File: config.mk
export PLATFORM = sky130hd
export DESIGN_NAME = conway_frame_scanner
export DESIGN_NICKNAME = d
export VERILOG_FILES = /design/src/rtl/conway_pkg.sv /design/src/rtl/conway_frame_scanner.sv
export SDC_FILE = /design/constraint.sdc
export NUM_CORES = 1
export LEC_CHECK = 0
export ABC_AREA = 1
export CAP_MARGIN = 10
export CORE_ASPECT_RATIO = 0.6
export CORE_MARGIN = 2
export CORE_UTILIZATION = 49
export DETAILED_ROUTE_END_ITERATION = 8
export PLACE_DENSITY_LB_ADDON = 0.1
export SETUP_SLACK_MARGIN = 0.15
export SLEW_MARGIN = 15
export SYNTH_ARGS = -nofsm -noshare
export SYNTH_HDL_FRONTEND = slang
export SYNTH_SLANG_ARGS = --single-unit
File: constraint.sdc
create_clock -name clk -period 2.2 [get_ports clk]
set_clock_uncertainty 0.1 [all_clocks]
set_input_delay 0.22 -clock clk [delete_from_list [all_inputs] [get_ports clk]]
set_output_delay 0.22 -clock clk [all_outputs]
set_load 0.05 [all_outputs]
File: src/rtl/conway_pkg.sv
// Shared types and constants for the conway display path.
// Also holds a width helper that never returns less than one bit.
package conway_pkg;

    typedef enum logic [1:0] {
        S_IDLE   = 2'd0,
        S_STREAM = 2'd1,
        S_DONE   = 2'd2
    } scan_state_t;

    localparam logic [23:0] ALIVE_COLOR_DEF = 24'h00FF00;
    localparam logic [23:0] DEAD_COLOR_DEF  = 24'h000000;

    // Index width for a range of n values; a 1-entry range still gets one bit.
    function automatic int clog2_min1(input int n);
        return (n <= 2) ? 1 : $clog2(n);
    endfunction

endpackage

File: src/rtl/conway_frame_scanner.sv
// Snapshots the conway board on request and streams it one pixel per
// valid/ready handshake, optionally in serpentine order, then pulses frame_done.
module conway_frame_scanner
    import conway_pkg::*;
#(
    parameter int                 ROWS        = 8,
    parameter int                 COLS        = 8,
    parameter int                 COLOR_W     = 24,
    parameter logic [COLOR_W-1:0] ALIVE_COLOR = COLOR_W'(ALIVE_COLOR_DEF),
    parameter logic [COLOR_W-1:0] DEAD_COLOR  = COLOR_W'(DEAD_COLOR_DEF),
    parameter int                 SERPENTINE  = 0
) (
    input  logic                           clk,
    input  logic                           rst,
    input  logic [ROWS*COLS-1:0]           cells,
    input  logic                           frame_start,
    output logic                           busy,
    output logic                           pix_valid,
    input  logic                           pix_ready,
    output logic [COLOR_W-1:0]             pix_data,
    output logic [clog2_min1(ROWS)-1:0]    pix_row,
    output logic [clog2_min1(COLS)-1:0]    pix_col,
    output logic                           pix_last,
    output logic                           frame_done
);

    localparam int N    = ROWS * COLS;
    localparam int IW   = clog2_min1(N);
    localparam int RW   = clog2_min1(ROWS);
    localparam int CW   = clog2_min1(COLS);
    localparam bit SERP = (SERPENTINE != 0);

    scan_state_t     state_reg;
    logic [RW-1:0]   row_reg;
    logic [CW-1:0]   col_reg;
    logic [N-1:0]    snapshot_reg;

    logic            row_rev;
    logic            next_row_rev;
    logic            at_row_end;
    logic            at_last_row;
    logic            is_last;
    logic [CW-1:0]   next_start_col;
    logic [IW-1:0]   pix_idx;
    logic            pix_bit;

    // Scan direction of the current and the following row.
    always_comb begin
        row_rev        = SERP && row_reg[0];
        next_row_rev   = SERP && !row_reg[0];
        at_row_end     = row_rev ? (col_reg == '0) : (col_reg == CW'(COLS - 1));
        at_last_row    = (row_reg == RW'(ROWS - 1));
        is_last        = at_last_row && at_row_end;
        next_start_col = next_row_rev ? CW'(COLS - 1) : '0;
        pix_idx        = IW'(row_reg) * IW'(COLS) + IW'(col_reg);
        pix_bit        = |(snapshot_reg & (N'(1) << pix_idx));
    end

    always_ff @(posedge clk or negedge rst) begin
        if (!rst) begin
            state_reg    <= S_IDLE;
            row_reg      <= '0;
            col_reg      <= '0;
            snapshot_reg <= '0;
        end else begin
            case (state_reg)
                S_IDLE: begin
                    if (frame_start) begin
                        snapshot_reg <= cells;
                        row_reg      <= '0;
                        col_reg      <= '0;
                        state_reg    <= S_STREAM;
                    end
                end
                S_STREAM: begin
                    if (pix_ready) begin
                        if (is_last) begin
                            state_reg <= S_DONE;
                        end else if (at_row_end) begin
                            row_reg <= row_reg + 1'b1;
                            col_reg <= next_start_col;
                        end else if (row_rev) begin
                            col_reg <= col_reg - 1'b1;
                        end else begin
                            col_reg <= col_reg + 1'b1;
                        end
                    end
                end
                S_DONE: begin
                    state_reg <= S_IDLE;
                end
                default: begin
                    state_reg <= S_IDLE;
                end
            endcase
        end
    end

    // pix_last is gated by valid so an idle 1x1 board does not flag a last pixel.
    always_comb begin
        busy       = (state_reg != S_IDLE);
        pix_valid  = (state_reg == S_STREAM);
        frame_done = (state_reg == S_DONE);
        pix_last   = pix_valid && is_last;
        pix_row    = row_reg;
        pix_col    = col_reg;
        pix_data   = pix_bit ? ALIVE_COLOR : DEAD_COLOR;
    end

endmodule

==> impl_metrics.toml <==
[routing]
num_vias = 3131
wl_per_cell_um = 16.6
drc_errors = 0
drtPass1Iterations = 5
routed_wl_um = 9780
vias_per_cell = 5.32
antenna_left = 0
drtIter0Drc = 290

[logic_synthesis]
post_synth_xor_area_fraction = 0
synth_compound_area_frac = 0.0227
ys_seq_area_frac = 0.474
yosysWarningCount = 0
avgSynthCellArea_um2 = 9.57
syn_area_mm2 = 0.00380
synth_top_family_by_area = "simple AND/OR/NAND/NOR gates"
synth-simple-area-share = 0.208
synth_fa_ha_area_frac = 0.0264
yosysUniqueCellTypes = 20
ys_seq_elements = 72
syn_inst = 397
synth.area.mux_share = 0.172

[die]
die_h_um = 72.2
die_area_mm2 = 0.00850
core_mm2 = 0.00739
rows = 24
start_util = 0.514
die_w_um = 118
pin_count = 102

[clock_network]
cts.sinks = 72
clock_latency_ns = 0.33
root_buffer = "clkbuf_16"
cts_buffers = 9
clk_pin_slew_ns = 0.06
cts_tree = "built"
cts_buffer_depth = 2
h-tree-depth = 3

[finish]
final_cells = 589
largest_reg_flops = 64
fin_nets = 556
final_common_cell = "clkdlybuf4s50_1"
final_cell_mix = "70 x clkdlybuf4s50_1, 67 x dfrtp_1, 58 x nand2_1, 58 x mux2_2, 41 x nor2_1"
fillCellCount = 552
area_growth_pct = 38.8
num_antenna_cells = 0
final_layout_size_suffix_gt1_frac = 0.278

[worst_setup_path]
slowest_delay_ns = 0.47
arrival_ns = 2.16
r2r-start = "pix_row[0]"
r2r_setup_slack_ns = 0.31
reg2regPathDepth = 8
path_buf_inv = 4
reg2reg_to = "pix_col[0]"
cp-start-kind = "flip-flop"
cp.required_ns = 1.88
slowest_stage = "dfrtp_2"
critPathKind = "reg2out"
crit_chain = "inv_4 -> ha_4 -> inv_2 -> nor2_4 -> nand4_1 -> nand2_1 -> nor2_1 -> nand2_1 -> nor2_2 -> nand2_1 -> nand2_2 -> inv_8 -> buf_12"
worstPathMaxFanout = 8
worstSetupStartpoint = "pix_col[1]"
cpLargestDelayFamily = "simple AND/OR/NAND/NOR gates"
crit_path_end_kind = "output port"
timing.critical_path.mode_cell = "nand2_1"

[place]
finalWeightedCongestion = 0.892
dp_hpwl_um = 7030
portBuffers = 85
dp.cells = 568

[sta]
rsz0062_at_grt = "true"
hold_viol = 0
slew_viol_final = 0
relSlewSlack = 0.647
max_freq_ghz = 0.404
min_period_over_period = 1.13
period_minus_slack_ns = 2.48
final.setup.tns_ns = -2.19
worst_pin_slew_ns = 0.529
setup_violations = 8
fin_ws_ns = -0.275

[global_route]
grt_start_max_net_pins = 72
grt_pass1_vias = 2987
track_usage = 0.243
grt-ovfl-total = 0
grt_first_pass_wirelength_um = 15900
antenna_found_initial = 0

[power]
p_leak_uw = 0.00256
vdd_drop_max_v = 0.000890
p_per_area_mw_per_mm2 = 1280
power_uw = 6750

[run_status]
status = "complete, but fails checks"
violations = "setup timing"

[run]
drv_cap = 0

[worst_hold_path]
min_path_type = "in2async"
worst register-to-register path: stages (launching register included):
cell	delay [ns]
dfrtp_2	0.42
buf_12	0.17
ha_1	0.22
ha_1	0.19
nand2_2	0.11
nand2_1	0.09
a21oi_2	0.29
nand3_1	0.10
o21ai_0	0.11
final cells by class:
cell class              instances  area [um^2]  share of cell area
clock buffers                  11          253              0.0479
multi-input cells             274         1830               0.347
inverters                      22         97.6              0.0185
repair buffers                101         1080               0.205
clock inverters                 5         78.8              0.0149
well taps                     104          130              0.0247
flip-flops and latches         72         1810               0.343
cells in the mapped netlist (all sizes together):
master / number / area, um^2
dfrtp: 72 / 1800
nand2: 61 / 229
mux2: 58 / 653
nor2: 51 / 201
buf: 42 / 272
nand4: 33 / 206
nand3: 30 / 150
inv: 22 / 82.6
a21oi: 8 / 43.8
ha: 8 / 100
o21ai: 7 / 35.0
clkbuf: 2 / 7.51
conb: 1 / 3.75
nor3: 1 / 5.00
o211ai: 1 / 7.51
timing repair:
| action | in CTS | in global routing |
|---|---|---|
| hold buffers | 1 | 0 |
| endpoints found under the hold margin | 72 | 0 |
| resized for setup | 19 | 8 |
| setup endpoints to repair | 10 | 11 |
| pin swaps | 7 | 10 |
| setup buffers | 3 | 1 |
per-stage QoR:
step / setup slack, ns / cell area [um^2] / hold slack (ns) / utilization
4_1_cts: -0.253 / 5240 / 0.349 / 0.709
3_3_place_gp: -0.0440 / 4810 / 0.172 / 0.651
5_1_grt: -0.387 / 5270 / 0.386 / 0.714
3_5_place_dp: -0.0777 / 4810 / 0.170 / 0.651
2_1_floorplan: 0.129 / 3990 / -0.176 / -
6_report: -0.275 / 5270 / 0.348 / 0.714
power breakdown:
part	switching (uW)	total [uW]	leakage [uW]	internal, uW
Combinational	2080	3500	0.00148	1420
Clock	542	1590	0.000165	1050
Sequential	161	1660	0.000918	1500
worst max-delay path by stage:
stage	slack, ns	cells past startpoint	endpoint
2_1_floorplan	0.13	13	pix_data[10]
3_3_place_gp	-0.04	13	pix_data[11]
3_5_place_dp	-0.08	13	pix_data[9]
4_1_cts	-0.25	13	pix_data[9]
5_1_grt	-0.39	13	pix_data[12]
6_report	-0.28	13	pix_data[9]
kinds of logic (layout without fill, tap and decap cells):
logic type,after synthesis,count (layout)
adder cells (fa/ha/maj),8,8
flip-flops,72,72
multiplexers,58,58
buffers and inverters,66,139
AND/OR/NAND/NOR,176,176
AO/OA/AOI/OAI,16,16
other,1,16
layer usage:
metal / wire length (um) / vias to the layer above / share of wire / GRT usage
li1: - / 1471 / - / -
met1: 4910 / 1536 / 0.50 / 0.361
met2: 4220 / 120 / 0.43 / 0.357
met3: 611 / 4 / 0.062 / 0.0708
met4: 38 / 0 / 0.0039 / 0.0495
met5: 0 / - / 0 / 0
Note: power is estimated with default switching activity, not from simulation.
